--- src/rtl/ir_pkg.sv ---
// Shared types and constants for the NEC IR key decoder.
package ir_pkg;

  typedef enum logic {
    IDLE = 1'b0,
    HELD = 1'b1
  } irState_e;

  // Bit offsets of the four NEC bytes inside the raw receiver word.
  localparam int ByteAddrLsb    = 24;
  localparam int ByteAddrInvLsb = 16;
  localparam int ByteCmdLsb     = 8;
  localparam int ByteCmdInvLsb  = 0;

  localparam int DefTimeout  = 5_500_000;
  localparam int DefHoldRpts = 4;
  localparam int TmoW        = 23;

  function automatic logic [7:0] revByte(input logic [7:0] b);
    logic [7:0] r;
    for (int i = 0; i < 8; i++) r[i] = b[7-i];
    return r;
  endfunction

endpackage

--- src/rtl/nec_frame_check.sv ---
// Combinational NEC frame check: optional per-byte bit reversal, complement
// check and address extraction.
module nec_frame_check
  import ir_pkg::*;
#(
  parameter bit BIT_REV     = 1'b1,
  parameter bit EXT_ADDR_EN = 1'b0
) (
  input  logic [31:0] i_frame,
  output logic        o_valid,
  output logic [7:0]  o_cmd,
  output logic [15:0] o_addr
);

  logic [7:0] raw0, raw1, raw2, raw3;
  logic [7:0] byte0, byte1, byte2, byte3;

  assign raw0 = i_frame[ByteAddrLsb    +: 8];
  assign raw1 = i_frame[ByteAddrInvLsb +: 8];
  assign raw2 = i_frame[ByteCmdLsb     +: 8];
  assign raw3 = i_frame[ByteCmdInvLsb  +: 8];

  // The receiver packs the first (LSB) bit on air into the MSB of each byte.
  assign byte0 = BIT_REV ? revByte(raw0) : raw0;
  assign byte1 = BIT_REV ? revByte(raw1) : raw1;
  assign byte2 = BIT_REV ? revByte(raw2) : raw2;
  assign byte3 = BIT_REV ? revByte(raw3) : raw3;

  assign o_valid = (byte3 == ~byte2) && (EXT_ADDR_EN || (byte1 == ~byte0));
  assign o_cmd   = byte2;
  assign o_addr  = EXT_ADDR_EN ? {byte1, byte0} : {8'h00, byte0};

endmodule

--- src/rtl/ir_key_decoder.sv ---
// IR key decoder: turns NEC frames and repeat strobes into press, auto-repeat,
// release and error events with registered 1-cycle strobes.
module ir_key_decoder
  import ir_pkg::*;
#(
  parameter bit          BIT_REV      = 1'b1,
  parameter bit          EXT_ADDR_EN  = 1'b0,
  parameter bit          ADDR_FILT_EN = 1'b0,
  parameter logic [15:0] ADDR_MATCH   = 16'h0000,
  parameter int          TIMEOUT      = DefTimeout,
  parameter int          HOLD_RPTS    = DefHoldRpts
) (
  input  logic        clk,
  input  logic        rst_n,
  input  logic [31:0] i_frame,
  input  logic        i_frame_vld,
  input  logic        i_repeat,
  output logic [7:0]  o_key,
  output logic [15:0] o_addr,
  output logic        o_key_vld,
  output logic        o_key_rpt,
  output logic        o_held,
  output logic        o_release,
  output logic        o_err,
  output logic [7:0]  o_err_cnt
);

  localparam int              RptW    = (HOLD_RPTS < 1) ? 1 : $clog2(HOLD_RPTS + 1);
  localparam logic [RptW-1:0] RptMax  = RptW'(HOLD_RPTS);
  localparam logic [TmoW-1:0] TmoLast = TmoW'(TIMEOUT - 1);

  logic        chkValid;
  logic [7:0]  chkCmd;
  logic [15:0] chkAddr;
  logic        addrOk;
  logic        acceptFrame;

  irState_e        state_q;
  logic [TmoW-1:0] tmo_q;
  logic [RptW-1:0] rptCnt_q;
  logic [7:0]      key_q;
  logic [15:0]     addr_q;
  logic            keyVld_q;
  logic            keyRpt_q;
  logic            held_q;
  logic            release_q;
  logic            err_q;
  logic [7:0]      errCnt_q;

  nec_frame_check #(
    .BIT_REV     (BIT_REV),
    .EXT_ADDR_EN (EXT_ADDR_EN)
  ) u_check (
    .i_frame (i_frame),
    .o_valid (chkValid),
    .o_cmd   (chkCmd),
    .o_addr  (chkAddr)
  );

  // Non-extended mode only carries an 8-bit address, so only the low byte is matched.
  assign addrOk = !ADDR_FILT_EN ||
                  (EXT_ADDR_EN ? (chkAddr == ADDR_MATCH) : (chkAddr[7:0] == ADDR_MATCH[7:0]));
  assign acceptFrame = i_frame_vld && chkValid && addrOk;

  always_ff @(posedge clk or negedge rst_n) begin
    if (!rst_n) begin
      state_q   <= IDLE;
      tmo_q     <= '0;
      rptCnt_q  <= '0;
      key_q     <= '0;
      addr_q    <= '0;
      keyVld_q  <= 1'b0;
      keyRpt_q  <= 1'b0;
      held_q    <= 1'b0;
      release_q <= 1'b0;
      err_q     <= 1'b0;
      errCnt_q  <= '0;
    end else begin
      keyVld_q  <= 1'b0;
      keyRpt_q  <= 1'b0;
      release_q <= 1'b0;
      err_q     <= 1'b0;

      if (i_frame_vld && !chkValid) begin
        err_q <= 1'b1;
        if (errCnt_q != 8'hFF) errCnt_q <= errCnt_q + 8'd1;
      end

      if (acceptFrame) begin
        key_q    <= chkCmd;
        addr_q   <= chkAddr;
        keyVld_q <= 1'b1;
        held_q   <= 1'b1;
        rptCnt_q <= '0;
        tmo_q    <= '0;
        state_q  <= HELD;
      end else if (state_q == HELD) begin
        // A repeat sharing its cycle with any frame strobe is discarded.
        if (i_repeat && !i_frame_vld) begin
          tmo_q <= '0;
          if (rptCnt_q < RptMax) begin
            rptCnt_q <= rptCnt_q + 1'b1;
          end else begin
            keyVld_q <= 1'b1;
            keyRpt_q <= 1'b1;
          end
        end else if (tmo_q == TmoLast) begin
          release_q <= 1'b1;
          held_q    <= 1'b0;
          state_q   <= IDLE;
        end else begin
          tmo_q <= tmo_q + 1'b1;
        end
      end
    end
  end

  assign o_key     = key_q;
  assign o_addr    = addr_q;
  assign o_key_vld = keyVld_q;
  assign o_key_rpt = keyRpt_q;
  assign o_held    = held_q;
  assign o_release = release_q;
  assign o_err     = err_q;
  assign o_err_cnt = errCnt_q;

endmodule

--- config.mk ---
export PLATFORM = sky130hd
export DESIGN_NAME = ir_key_decoder
export DESIGN_NICKNAME = d
export VERILOG_FILES = /design/src/rtl/ir_pkg.sv /design/src/rtl/nec_frame_check.sv /design/src/rtl/ir_key_decoder.sv
export SDC_FILE = /design/constraint.sdc
export NUM_CORES = 1
export LEC_CHECK = 0
export ABC_CLOCK_PERIOD_IN_PS = 3200
export CORE_UTILIZATION = 50
export CTS_CLUSTER_SIZE = 14
export DETAILED_ROUTE_END_ITERATION = 10
export GPL_TIMING_DRIVEN = 0
export PLACE_DENSITY = 0.78
export SETUP_SLACK_MARGIN = 0.15
export SYNTH_ARGS = -nofsm -noshare
export SYNTH_HDL_FRONTEND = slang
export SYNTH_SLANG_ARGS = --single-unit
--- constraint.sdc ---
create_clock -name clk -period 3.2 [get_ports clk]
set_input_delay 0.48 -clock clk [delete_from_list [all_inputs] [get_ports clk]]
set_output_delay 0.48 -clock clk [all_outputs]
set_load 0.01 [all_outputs]
==> flow_summary.toml <==
[global_route]
grt_usage_pct = 23.4
grt_max_degree = 37
first_global_vias = 2522
gr-total-overflow = 0
grt_pass1_wl_um = 11900
antenna_found_initial = 0

[finish]
nets = 418
diodes = 0
area_growth_pct = 28.0
fin_area_mm2 = 0.00408
drive_gt1_share_pct = 20.3

[die]
die_w_um = 81.8
start_util_pct = 52.9
core-area_mm2 = 0.00603
io_pins = 73
placementRows = 28
die_area_mm2 = 0.00669
die_height_um = 81.8

[worst_setup_path]
worstReg2RegEnd = "tmo_q[20]"
cp_data_required_time_ns = 3.40
cp_max_fo = 10
reg2regPathDepth = 5
cp-end-kind = "flip-flop"
startpoint = "i_frame[10]"
reg2reg_from = "tmo_q[0]"
arrival_ns = 2.64
cp-endpoint = "o_key[6]"
path_class = "primary input to flip-flop"
start_kind = "primary input"
rrSetupSlack_ns = 0.88

[cts]
cts.repair.resized = 0
cts_root_buf = "clkbuf_8"
clock-sinks = 56
cts_setup_buffers = 0
clkLatencyLatePin_ns = 0.31
cts_hold_buf = 0
htreeDepth = 2
cts_buffers = 5
clk_pin_slew_ns = 0.11
tritoncts = "built"
cts_buffer_depth = 2

[power_and_ir_drop]
power_density_mw_per_mm2 = 390
clockPowerShare_pct = 30.1
combinationalPowerShare_pct = 19.2
ir_worst_vdd_v = 0.000406
switchingPower_uw = 423
p_leak_uw = 0.00177
swShare_pct = 26.6
intPower_uw = 1170
p_seq_share_pct = 50.8

[synthesis]
ys_seq_elements = 56
synth_edf_count = 0
ys_warn_count = 0
synth_area_mm2 = 0.00319
synthFlopType = "dfrtp_1"
syn_avg_cell_area_um2 = 10.6
yosysUniqueCellTypes = 58
ys_seq_area_share_pct = 44.0
synthCells = 300
async_flop_share_pct = 100

[timing]
grt_setup_unrepaired = "false"
drv_slew = 0
finClkSkew_ns = 0.0113
worstMarginPinSlew_ns = 0.884
finalHoldViolations = 0
finalCriticalPeriod_ns = 2.44
finalCritPeriodShare_pct = 76.3
max_freq_mhz = 409
setup_viol = 0
maxSlewHeadroom_pct = 40.6
worst_slack_ns = 0.757

[place]
place_area_mm2 = 0.00396
pre_cts_ws_ns = 0.392
portBuffers = 64
post-dp-hpwl_um = 5370
gp_congestion = 0.888

[detailed_routing]
vias_per_cell = 5.65
wl_per_cell_um = 16.1
route.detailed.drc = 0
vias = 2569
wl_um = 7300
first_pass_iters = 5
drtIter0Drc = 195
antenna_left = 0

[run_status]
status = "complete, no violations"

[worst_hold_path]
hold_class = "primary input to async pin"

[job]
maxCapViolCount = 0
-- per-stage QoR --
step,power (µW),std cells,utilization [%],hold slack (ns),setup TNS [ns]
final,1590,455,67.6,0.117,0
after global routing,1670,455,67.6,0.135,0
after CTS,1620,455,67.6,0.120,0
after detailed placement,1130,447,65.7,0.468,0
after global placement,1120,446,65.5,0.463,-8.11
after floorplan,942,307,-,0.184,0
-- flip-flops by register name, indices dropped and copies added, names as in the netlist --
register   count
rptCnt_q       3
state_q        1
o_held         1
tmo_q         23
o_err          1
o_key_rpt      1
o_release      1
o_err_cnt      8
o_key          8
o_key_vld      1
o_addr         8
-- cell usage after synthesis (all sizes together) (3+ instances only) --
cell type,number,share of area [%]
xor2,23,6.3
a21oi,24,4.9
or3,7,1.4
and3,5,0.98
nand4,15,3.6
mux2,17,7.0
nand2,22,2.8
ha,3,1.2
or4,3,0.82
a31oi,8,1.6
nor4b,3,0.82
clkbuf,5,1.6
nor4,4,1.5
buf,16,4.4
a22oi,3,0.71
o21ai,19,4.6
and2,3,0.63
nand3,11,1.7
dfrtp,56,44
nor3,3,0.47
nor2,25,3.0
nand4b,3,0.82
-- layout make-up --
type	count	area, µm²
Fill cell	476	1950
Multi-Input combinational cell	228	1610
Sequential cell	56	1400
Timing Repair Buffer	65	656
Buffer	21	190
Tap cell	75	93.8
Clock buffer	5	68.8
Clock inverter	3	46.3
Inverter	2	7.51
-- how the worst min path moves through the flow --
| stage | cells past startpoint | from | end |
|---|---|---|---|
| floorplan | 0 | rst_n | o_addr[0] |
| CTS | 1 | rst_n | tmo_q[7] |
| global placement | 1 | tmo_q[22] | tmo_q[22] |
| global route | 1 | rst_n | tmo_q[5] |
| finish | 1 | rst_n | tmo_q[5] |
| detailed placement | 1 | tmo_q[22] | tmo_q[22] |
-- metal layers --
layer / global-route usage (%) / vias up / routed length, µm
met5: 0 / - / 0
met4: 5.79 / 0 / 75
met3: 7.56 / 8 / 667
met2: 37.5 / 110 / 3490
met1: 30.6 / 1225 / 3070
li1: - / 1226 / -
-- power by group through the flow --
stage / logic (µW) / clock network, µW / registers [µW]
floorplan: 110 / 0 / 832
global placement: 298 / 0 / 821
detailed placement: 308 / 0 / 819
CTS: 309 / 498 / 808
global route: 336 / 515 / 815
finish: 305 / 478 / 808
-- worst max-delay path, cell delays in order --
cell	delay (ns)
clkdlybuf4s50_1	0.51
xor2_1	0.17
nand4_1	0.16
nor4_4	0.62
nand2_4	0.19
buf_6	0.21
mux2_4	0.30
-- logic make-up (layout without fill, tap and decap cells) --
logic type	after synthesis	after routing	synth area share, %
flops	56	56	44.0
compound gates	62	62	13.9
xor+xnor	24	24	6.60
simple gates	113	113	20.8
fa+ha+maj	3	3	1.18
other cells	1	8	0.118
mux	18	18	7.27
buf+inv	23	96	6.21
-- placed cells by master (no fill, tap or decap), drive strengths merged, types with 3 or more instances in the layout --
cell type and n:
a22oi 3, clkbuf 10, nor4b 3, or4 3, a21oi 24, nand2 22, conb 8, xor2 23
inv 3, nor4 4, ha 3, mux2 17, dfrtp 56, o21ai 19, clkdlybuf4s50 63, a31oi 8
and3 5, or3 7, nand4 15, nand4b 3, and2 3, nor3 3, buf 18, nand3 11
nor2 25
(Power assumes the default switching activity.)
